==> src/rtl/sys_ctrl_burst.sv <==
// ---------------------------------------------------------------------------
// sys_ctrl_burst
// System controller on the REF_CLK domain. Decodes the UART command byte
// stream into register-file accesses (single and burst) and ALU operations,
// and pushes read data / ALU results into the TX async FIFO.
//
// Optional feature (compile-time macro): CMD_TIMEOUT_EN
//   Defined   : a frame that stalls in a receive state for TIMEOUT_CYCLES
//               cycles is aborted with a CMD_ERR pulse.
//   Undefined : the FSM waits indefinitely for frame bytes.
//
// Ports:
//   CLK, RST          clock, asynchronous active-high reset
//   RX_DATA/RX_VALID  command byte stream from the UART receiver
//   FIFO_FULL         TX FIFO back-pressure
//   FIFO_WR_DATA/INC  TX FIFO word and one-cycle push
//   ALU_OUT/_VALID    ALU result and its strobe
//   ALU_EN, ALU_FUN   ALU operation strobe and function code
//   CLKG_EN           ALU clock-gate enable
//   CLKDIV_EN         UART clock-divider enable (1 out of reset)
//   RD_DATA/RD_VALID  register-file read return
//   WR_DATA, ADDR     register-file write data and address
//   WR_EN, RD_EN      register-file strobes
//   CMD_ERR           one-cycle pulse on illegal opcode / zero burst count
// ---------------------------------------------------------------------------
module sys_ctrl_burst #(
  parameter int DATA_WIDTH     = 8,
  parameter int ADDR_WIDTH     = 4,
  parameter int ALU_WIDTH      = 16,
  parameter int TIMEOUT_CYCLES = 65535
) (
  input  logic                  CLK,
  input  logic                  RST,
  input  logic [DATA_WIDTH-1:0] RX_DATA,
  input  logic                  RX_VALID,
  input  logic                  FIFO_FULL,
  output logic [DATA_WIDTH-1:0] FIFO_WR_DATA,
  output logic                  FIFO_WR_INC,
  input  logic [ALU_WIDTH-1:0]  ALU_OUT,
  input  logic                  ALU_OUT_VALID,
  output logic                  ALU_EN,
  output logic [3:0]            ALU_FUN,
  output logic                  CLKG_EN,
  output logic                  CLKDIV_EN,
  input  logic [DATA_WIDTH-1:0] RD_DATA,
  input  logic                  RD_VALID,
  output logic [DATA_WIDTH-1:0] WR_DATA,
  output logic [ADDR_WIDTH-1:0] ADDR,
  output logic                  WR_EN,
  output logic                  RD_EN,
  output logic                  CMD_ERR
);

  localparam int ALU_WORDS = (ALU_WIDTH + DATA_WIDTH - 1) / DATA_WIDTH;
  localparam int EXT_W     = ALU_WORDS * DATA_WIDTH;
  localparam int WIDX_W    = (ALU_WORDS > 1) ? $clog2(ALU_WORDS) : 1;

  localparam logic [DATA_WIDTH-1:0] OP_SWR = DATA_WIDTH'(8'hAA);
  localparam logic [DATA_WIDTH-1:0] OP_SRD = DATA_WIDTH'(8'hBB);
  localparam logic [DATA_WIDTH-1:0] OP_BWR = DATA_WIDTH'(8'hEE);
  localparam logic [DATA_WIDTH-1:0] OP_BRD = DATA_WIDTH'(8'hFF);
  localparam logic [DATA_WIDTH-1:0] OP_ALO = DATA_WIDTH'(8'hCC);
  localparam logic [DATA_WIDTH-1:0] OP_ALN = DATA_WIDTH'(8'hDD);

  typedef enum logic [4:0] {
    IDLE      = 5'd0,
    GET_ADDR  = 5'd1,
    GET_CNT   = 5'd2,
    GET_WDATA = 5'd3,
    DO_WRITE  = 5'd4,
    DO_READ   = 5'd5,
    WAIT_RD   = 5'd6,
    PUSH_RD   = 5'd7,
    GET_OPA   = 5'd8,
    WR_OPA    = 5'd9,
    GET_OPB   = 5'd10,
    WR_OPB    = 5'd11,
    GET_FUN   = 5'd12,
    ALU_GO    = 5'd13,
    ALU_FIRE  = 5'd14,
    ALU_WAIT  = 5'd15,
    PUSH_ALU  = 5'd16
  } state_t;

  typedef enum logic [1:0] {
    MODE_SWR = 2'd0,
    MODE_SRD = 2'd1,
    MODE_BWR = 2'd2,
    MODE_BRD = 2'd3
  } mode_t;

  state_t                state_q, state_d;
  mode_t                 mode_q, mode_d;
  logic [ADDR_WIDTH-1:0] addr_q, addr_d;
  logic [DATA_WIDTH-1:0] cnt_q, cnt_d;
  logic [DATA_WIDTH-1:0] wdata_q, wdata_d;
  logic [DATA_WIDTH-1:0] fifo_data_q, fifo_data_d;
  logic [EXT_W-1:0]      alu_res_q, alu_res_d;
  logic [WIDX_W-1:0]     word_q, word_d;
  logic [3:0]            alu_fun_q, alu_fun_d;
  logic                  cmd_err_q, cmd_err_d;
  logic                  wr_en_q, wr_en_d;
  logic                  rd_en_q, rd_en_d;
  logic                  alu_en_q, alu_en_d;
  logic                  clkg_en_q, clkg_en_d;
  logic                  clkdiv_en_q;
  logic                  in_get;
  logic                  to_abort;
  logic [EXT_W-1:0]      alu_ext;

  // Select one DATA_WIDTH slice of the zero-extended ALU result.
  function automatic logic [DATA_WIDTH-1:0] alu_word(input logic [EXT_W-1:0] res,
                                                     input logic [WIDX_W-1:0] idx);
    logic [EXT_W-1:0] sh;
    sh = res >> (int'(idx) * DATA_WIDTH);
    alu_word = sh[DATA_WIDTH-1:0];
  endfunction

  assign in_get = (state_q == GET_ADDR)  || (state_q == GET_CNT) ||
                  (state_q == GET_WDATA) || (state_q == GET_OPA) ||
                  (state_q == GET_OPB)   || (state_q == GET_FUN);

  // Zero-extend the ALU result to a whole number of FIFO words.
  always_comb begin
    alu_ext                = '0;
    alu_ext[ALU_WIDTH-1:0] = ALU_OUT;
  end

`ifdef CMD_TIMEOUT_EN
  localparam int TO_W = $clog2(TIMEOUT_CYCLES + 1);
  logic [TO_W-1:0] to_cnt_q, to_cnt_d;

  // Idle-cycle counter for a stalled frame: counts only in receive states.
  always_comb begin
    to_cnt_d = '0;
    to_abort = 1'b0;
    if (in_get && !RX_VALID) begin
      if (to_cnt_q == TO_W'(TIMEOUT_CYCLES - 1)) begin
        to_abort = 1'b1;
        to_cnt_d = '0;
      end else begin
        to_cnt_d = to_cnt_q + TO_W'(1);
      end
    end else begin
      to_cnt_d = '0;
    end
  end

  // Timeout counter register.
  always_ff @(posedge CLK or posedge RST) begin
    if (RST) begin
      to_cnt_q <= '0;
    end else begin
      to_cnt_q <= to_cnt_d;
    end
  end
`else
  assign to_abort = 1'b0;
`endif

  // Next-state and datapath decode.
  always_comb begin
    state_d     = state_q;
    mode_d      = mode_q;
    addr_d      = addr_q;
    cnt_d       = cnt_q;
    wdata_d     = wdata_q;
    fifo_data_d = fifo_data_q;
    alu_res_d   = alu_res_q;
    word_d      = word_q;
    alu_fun_d   = alu_fun_q;
    cmd_err_d   = 1'b0;

    case (state_q)
      IDLE: begin
        word_d = '0;
        if (RX_VALID) begin
          case (RX_DATA)
            OP_SWR: begin mode_d = MODE_SWR; state_d = GET_ADDR; end
            OP_SRD: begin mode_d = MODE_SRD; state_d = GET_ADDR; end
            OP_BWR: begin mode_d = MODE_BWR; state_d = GET_ADDR; end
            OP_BRD: begin mode_d = MODE_BRD; state_d = GET_ADDR; end
            OP_ALO: state_d = GET_OPA;
            OP_ALN: state_d = GET_FUN;
            default: cmd_err_d = 1'b1;
          endcase
        end else begin
          state_d = IDLE;
        end
      end

      GET_ADDR: begin
        if (RX_VALID) begin
          addr_d = RX_DATA[ADDR_WIDTH-1:0];
          cnt_d  = DATA_WIDTH'(1);
          case (mode_q)
            MODE_SWR: state_d = GET_WDATA;
            MODE_SRD: state_d = DO_READ;
            default:  state_d = GET_CNT;
          endcase
        end else begin
          state_d = GET_ADDR;
        end
      end

      GET_CNT: begin
        if (RX_VALID) begin
          if (RX_DATA == '0) begin
            cmd_err_d = 1'b1;
            state_d   = IDLE;
          end else begin
            cnt_d   = RX_DATA;
            state_d = (mode_q == MODE_BRD) ? DO_READ : GET_WDATA;
          end
        end else begin
          state_d = GET_CNT;
        end
      end

      GET_WDATA: begin
        if (RX_VALID) begin
          wdata_d = RX_DATA;
          state_d = DO_WRITE;
        end else begin
          state_d = GET_WDATA;
        end
      end

      // ADDR is held through the strobe cycle; it advances as the beat retires.
      DO_WRITE: begin
        if (cnt_q == DATA_WIDTH'(1)) begin
          state_d = IDLE;
        end else begin
          cnt_d   = cnt_q - DATA_WIDTH'(1);
          addr_d  = addr_q + ADDR_WIDTH'(1);
          state_d = GET_WDATA;
        end
      end

      DO_READ: state_d = WAIT_RD;

      WAIT_RD: begin
        if (RD_VALID) begin
          fifo_data_d = RD_DATA;
          state_d     = PUSH_RD;
        end else begin
          state_d = WAIT_RD;
        end
      end

      PUSH_RD: begin
        if (!FIFO_FULL) begin
          if (cnt_q == DATA_WIDTH'(1)) begin
            state_d = IDLE;
          end else begin
            cnt_d   = cnt_q - DATA_WIDTH'(1);
            addr_d  = addr_q + ADDR_WIDTH'(1);
            state_d = DO_READ;
          end
        end else begin
          state_d = PUSH_RD;
        end
      end

      GET_OPA: begin
        if (RX_VALID) begin
          wdata_d = RX_DATA;
          addr_d  = ADDR_WIDTH'(0);
          state_d = WR_OPA;
        end else begin
          state_d = GET_OPA;
        end
      end

      WR_OPA: state_d = GET_OPB;

      GET_OPB: begin
        if (RX_VALID) begin
          wdata_d = RX_DATA;
          addr_d  = ADDR_WIDTH'(1);
          state_d = WR_OPB;
        end else begin
          state_d = GET_OPB;
        end
      end

      WR_OPB: state_d = GET_FUN;

      GET_FUN: begin
        if (RX_VALID) begin
          alu_fun_d = RX_DATA[3:0];
          state_d   = ALU_GO;
        end else begin
          state_d = GET_FUN;
        end
      end

      // One cycle with the gate open before the ALU is strobed.
      ALU_GO:   state_d = ALU_FIRE;
      ALU_FIRE: state_d = ALU_WAIT;

      ALU_WAIT: begin
        if (ALU_OUT_VALID) begin
          alu_res_d   = alu_ext;
          fifo_data_d = alu_word(alu_ext, WIDX_W'(0));
          word_d      = '0;
          state_d     = PUSH_ALU;
        end else begin
          state_d = ALU_WAIT;
        end
      end

      PUSH_ALU: begin
        if (!FIFO_FULL) begin
          if (word_q == WIDX_W'(ALU_WORDS - 1)) begin
            word_d  = '0;
            state_d = IDLE;
          end else begin
            word_d      = word_q + WIDX_W'(1);
            fifo_data_d = alu_word(alu_res_q, word_q + WIDX_W'(1));
            state_d     = PUSH_ALU;
          end
        end else begin
          state_d = PUSH_ALU;
        end
      end

      default: state_d = IDLE;
    endcase

    if (to_abort) begin
      state_d   = IDLE;
      cmd_err_d = 1'b1;
    end else begin
      cmd_err_d = cmd_err_d;
    end
  end

  // Strobes are decoded from the next state so they register in step with it.
  always_comb begin
    wr_en_d   = (state_d == DO_WRITE) || (state_d == WR_OPA) || (state_d == WR_OPB);
    rd_en_d   = (state_d == DO_READ);
    alu_en_d  = (state_d == ALU_FIRE);
    clkg_en_d = (state_d == ALU_GO) || (state_d == ALU_FIRE) ||
                (state_d == ALU_WAIT) || (state_d == PUSH_ALU);
  end

  // State, datapath and output registers.
  always_ff @(posedge CLK or posedge RST) begin
    if (RST) begin
      state_q     <= IDLE;
      mode_q      <= MODE_SWR;
      addr_q      <= '0;
      cnt_q       <= '0;
      wdata_q     <= '0;
      fifo_data_q <= '0;
      alu_res_q   <= '0;
      word_q      <= '0;
      alu_fun_q   <= 4'h0;
      cmd_err_q   <= 1'b0;
      wr_en_q     <= 1'b0;
      rd_en_q     <= 1'b0;
      alu_en_q    <= 1'b0;
      clkg_en_q   <= 1'b0;
      clkdiv_en_q <= 1'b0;
    end else begin
      state_q     <= state_d;
      mode_q      <= mode_d;
      addr_q      <= addr_d;
      cnt_q       <= cnt_d;
      wdata_q     <= wdata_d;
      fifo_data_q <= fifo_data_d;
      alu_res_q   <= alu_res_d;
      word_q      <= word_d;
      alu_fun_q   <= alu_fun_d;
      cmd_err_q   <= cmd_err_d;
      wr_en_q     <= wr_en_d;
      rd_en_q     <= rd_en_d;
      alu_en_q    <= alu_en_d;
      clkg_en_q   <= clkg_en_d;
      clkdiv_en_q <= 1'b1;
    end
  end

  // The push is gated by the live FIFO_FULL so a full flag that rises on the
  // push cycle suppresses the write and the word is retried.
  assign FIFO_WR_INC  = ((state_q == PUSH_RD) || (state_q == PUSH_ALU)) && !FIFO_FULL;
  assign FIFO_WR_DATA = fifo_data_q;
  assign ALU_EN       = alu_en_q;
  assign ALU_FUN      = alu_fun_q;
  assign CLKG_EN      = clkg_en_q;
  assign CLKDIV_EN    = clkdiv_en_q;
  assign WR_DATA      = wdata_q;
  assign ADDR         = addr_q;
  assign WR_EN        = wr_en_q;
  assign RD_EN        = rd_en_q;
  assign CMD_ERR      = cmd_err_q;

endmodule

==> config.mk <==
export PLATFORM = sky130hd
export DESIGN_NAME = sys_ctrl_burst
export DESIGN_NICKNAME = d
export VERILOG_FILES = /design/src/rtl/sys_ctrl_burst.sv
export SDC_FILE = /design/constraint.sdc
export NUM_CORES = 1
export LEC_CHECK = 0
export BUFFER_PORTS_ARGS = -buffer_cell sky130_fd_sc_hd__buf_2
export CAP_MARGIN = 25
export CORE_ASPECT_RATIO = 1.25
export CORE_MARGIN = 2
export CORE_UTILIZATION = 30
export DETAILED_ROUTE_END_ITERATION = 8
export HOLD_SLACK_MARGIN = 0.03
export SYNTH_ARGS = -nofsm -noshare
export SYNTH_HDL_FRONTEND = slang
export SYNTH_SLANG_ARGS = --single-unit
==> constraint.sdc <==
create_clock -name CLK -period 2.6 [get_ports CLK]
set_input_delay 0.52 -clock CLK [delete_from_list [all_inputs] [get_ports CLK]]
set_output_delay 0.52 -clock CLK [all_outputs]
set_load 0.01 [all_outputs]
==> results.sh <==
export IMPL_nets=441
export IMPL_setup_tns_ps=0
export IMPL_reg2regPathDepth=6
export IMPL_die_w_um=100.5
export IMPL_cts_buffers=9
export IMPL_antenna_cells=0
export IMPL_die_area_um2=12530
export IMPL_num_rows=44
export IMPL_start_util=0.3037
export IMPL_ctsHoldBuffers=0
export IMPL_synth_edf_count=0
export IMPL_place_gp_congestion=0.8269
export IMPL_layout_worst_path_cycle_share=0.8712
export IMPL_fin_skew_ps=8.141
export IMPL_setup_viol=0
export IMPL_rsz0062_at_grt="false"
export IMPL_synth_nets=366
export IMPL_power_density_nw_per_um2=1046
export IMPL_path_max_fanout=16
export IMPL_clock_sinks=62
export IMPL_synth_ff_type="dfrtp_1"
export IMPL_yosysWarnings=0
export IMPL_post_synth_cell_area_avg_um2=10.75
export IMPL_p_leak_nw=1.916
export IMPL_finalHoldViolCount=0
export IMPL_synth_seq_cells=62
export IMPL_antenna_found_initial=0
export IMPL_synth_async_reset_ratio=1.000
export IMPL_route_detailed_drc=0
export IMPL_crit_chain="nor2_1 > and3_1 > a221oi_4 > buf_4 > o211ai_2 > o2bb2ai_1"
export IMPL_critPathSlowestCell="dfrtp_1"
export IMPL_cts_tree="built"
export IMPL_cts_path_max_buffers=2
export IMPL_io_pins=69
export IMPL_fmax_mhz=441.5
export IMPL_fp_coreArea_um2=11510
export IMPL_grt_ovfl_total=0
export IMPL_portBuffers=68
export IMPL_drt_pass1_iterations=4
export IMPL_cpPeakStageDelay_ps=690
export IMPL_place_hpwl_mm=6.626
export IMPL_area_growth_pct=22.13
export IMPL_htree_levels=3
export IMPL_postLayoutCoreUtil=0.3709
export IMPL_path_class="flip-flop to flip-flop"
export IMPL_synth_cell_types=67
export IMPL_hold_class="input port to asynchronous set/reset pin"
export IMPL_grt_max_degree=37
export IMPL_slew_viol_final=0
export IMPL_crit_family="compound AO/OA/AOI/OAI gates"
export IMPL_end_kind="flip-flop"
export IMPL_fp_dieH_um=124.7
export IMPL_fin_crit_ps=2265
export IMPL_drv_cap=0
export IMPL_arrival_ps=2470
export IMPL_grt_usage=0.1508
export IMPL_syn_area_um2=3495
export IMPL_start_kind="flip-flop"
export IMPL_drt_wirelength_per_cell_um=16.83
export IMPL_path_clk_slew_ps=50
export IMPL_syn_inst=325
export IMPL_vias=2912
export IMPL_vdd_drop_max_mv=0.4926
export IMPL_layout_drive_gt1_share=0.3738
export IMPL_postRouteAntennaNets=0
export IMPL_grt_pass1_wl_mm=14.98
export IMPL_r2r_end="cnt_q[2]"
export IMPL_relSlewSlack=0.5687
export IMPL_synth_seq_area_share=0.4440
export IMPL_wl_mm=9.124
export IMPL_worst_slew_pin_slew_ps=630.7
export IMPL_rrSetupSlack_ps=330
export IMPL_drt_initial_drc_count=110
export IMPL_cts_root_buf="clkbuf_16"
export IMPL_viasPerCell=5.373
export IMPL_critical_path_buf_inv_count=1
export IMPL_first_global_vias=2937
export IMPL_crit_required_ps=2800
export IMPL_clk_latency_ps=320
export IMPL_status="complete, no violations"
export IMPL_timing_rr_start="state_q[4]"
==> cell type report <==
cell class / instances / area, µm²
fill: 1149 / 7238
inverter: 7 / 26.28
clock buffer: 11 / 232.7
timing repair buffer: 84 / 473.0
multi-input combinational: 236 / 1785
clock inverter: 4 / 25.02
sequential: 62 / 1553
tap: 138 / 172.7
==> cells in the mapped netlist (all sizes together), types with 2 or more instances <==
cell / instances / area share
a21oi: 16 / 0.023
a221o: 8 / 0.023
a22oi: 4 / 0.0086
a31oi: 4 / 0.0072
a32oi: 2 / 0.0050
a41oi: 2 / 0.0050
and2b: 2 / 0.0047
and3: 3 / 0.0054
and4b: 2 / 0.0057
buf: 12 / 0.026
clkbuf: 8 / 0.011
dfrtp: 62 / 0.44
ha: 3 / 0.011
inv: 7 / 0.0075
mux2: 36 / 0.12
mux2i: 10 / 0.029
nand2: 20 / 0.025
nand2b: 4 / 0.0093
nand3: 18 / 0.027
nand3b: 3 / 0.0064
nand4: 2 / 0.0036
nor2: 24 / 0.028
nor3: 6 / 0.010
nor3b: 4 / 0.0086
nor4: 6 / 0.014
nor4b: 2 / 0.0068
o211ai: 4 / 0.010
o21ai: 15 / 0.025
o2bb2ai: 8 / 0.020
o31ai: 5 / 0.012
or4: 2 / 0.0054
xnor2: 3 / 0.0075
==> layout by cell type, fill, tap and decap left out, drive strengths merged, types with 3 or more instances in the layout <==
cell     synthesis  final
a21oi           16     16
a221o            8      8
a22oi            4      4
a31oi            4      4
and3             3      3
buf             12     84
clkbuf           8     11
dfrtp           62     62
ha               3      3
inv              7      7
mux2            36     36
mux2i           10     10
nand2           20     20
nand2b           4      4
nand3           18     18
nand3b           3      3
nor2            24     24
nor3             6      6
nor3b            4      4
nor4             6      6
o211ai           4      4
o21ai           15     15
o2bb2ai          8      8
o31ai            5      5
xnor2            3      3
==> worst max path at each step <==
stage          cells past startpoint           to  startpoint
2_1_floorplan                      6      CLKG_EN  RX_DATA[0]
3_3_place_gp                       6      CLKG_EN  RX_DATA[3]
3_5_place_dp                       6      CLKG_EN  RX_DATA[3]
4_1_cts                            6  FIFO_WR_INC  state_q[2]
5_1_grt                            6  FIFO_WR_INC  state_q[0]
6_report                           6     cnt_q[2]  state_q[4]
==> layer usage <==
| layer | up-vias | track usage | share of wire |
|---|---|---|---|
| li1 | 1380 | - | - |
| met1 | 1426 | 0.1871 | 0.42 |
| met5 | - | 0 | 0 |
| met2 | 100 | 0.2515 | 0.51 |
| met4 | 0 | 0.03948 | 0.0071 |
| met3 | 6 | 0.04770 | 0.057 |
==> repair_timing <==
item | in CTS | in global routing
setup endpoints to repair | 0 | 1
setup buffers | 0 | 0
gates resized for setup | 0 | 1
==> worst reg2reg max path, stage by stage, from the launching register on <==
cell,delay [ps]
dfrtp_1,690
nor2_1,170
and3_1,320
a221oi_4,480
buf_4,220
o211ai_2,90
o2bb2ai_1,160
==> sequential cells by signal, summed over array words and instances, names as in the netlist, 2 cells and up <==
signal and flops:
alu_res_q 16, FIFO_WR_DATA 8, WR_DATA 8, cnt_q 8
state_q 5, ADDR 4, ALU_FUN 4, mode_q 2
==> report_power, final <==
part / internal, mW / switching, mW / total, mW
clock network: 0.636 / 0.419 / 1.06
logic: 0.869 / 1.06 / 1.92
registers: 1.25 / 0.237 / 1.48
==> per-stage QoR <==
stage          worst slack, ps  hold slack [ps]  area [µm²]  instances  power, mW
2_1_floorplan            532.6            456.5        3495        325      2.823
3_3_place_gp             295.9            473.1        4009        527      3.394
3_5_place_dp             296.9            481.2        4009        527      3.423
4_1_cts                  126.7            272.9        4267        542      4.516
5_1_grt                  143.6            304.5        4268        542      4.780
6_report                 334.8            260.5        4268        542      4.462
==> cells by family (layout without fill, tap and decap cells) <==
family / after synthesis / after routing / synth area share
simple gates: 105 / 105 / 0.1754
compound gates: 78 / 78 / 0.1715
flops: 62 / 62 / 0.4440
mux: 46 / 46 / 0.1446
buf+inv: 27 / 106 / 0.04511
fa+ha+maj: 3 / 3 / 0.01074
xor+xnor: 3 / 3 / 0.007520
other cells: 1 / 1 / 0.001073
No activity file was read; power rests on OpenSTA's default activity.
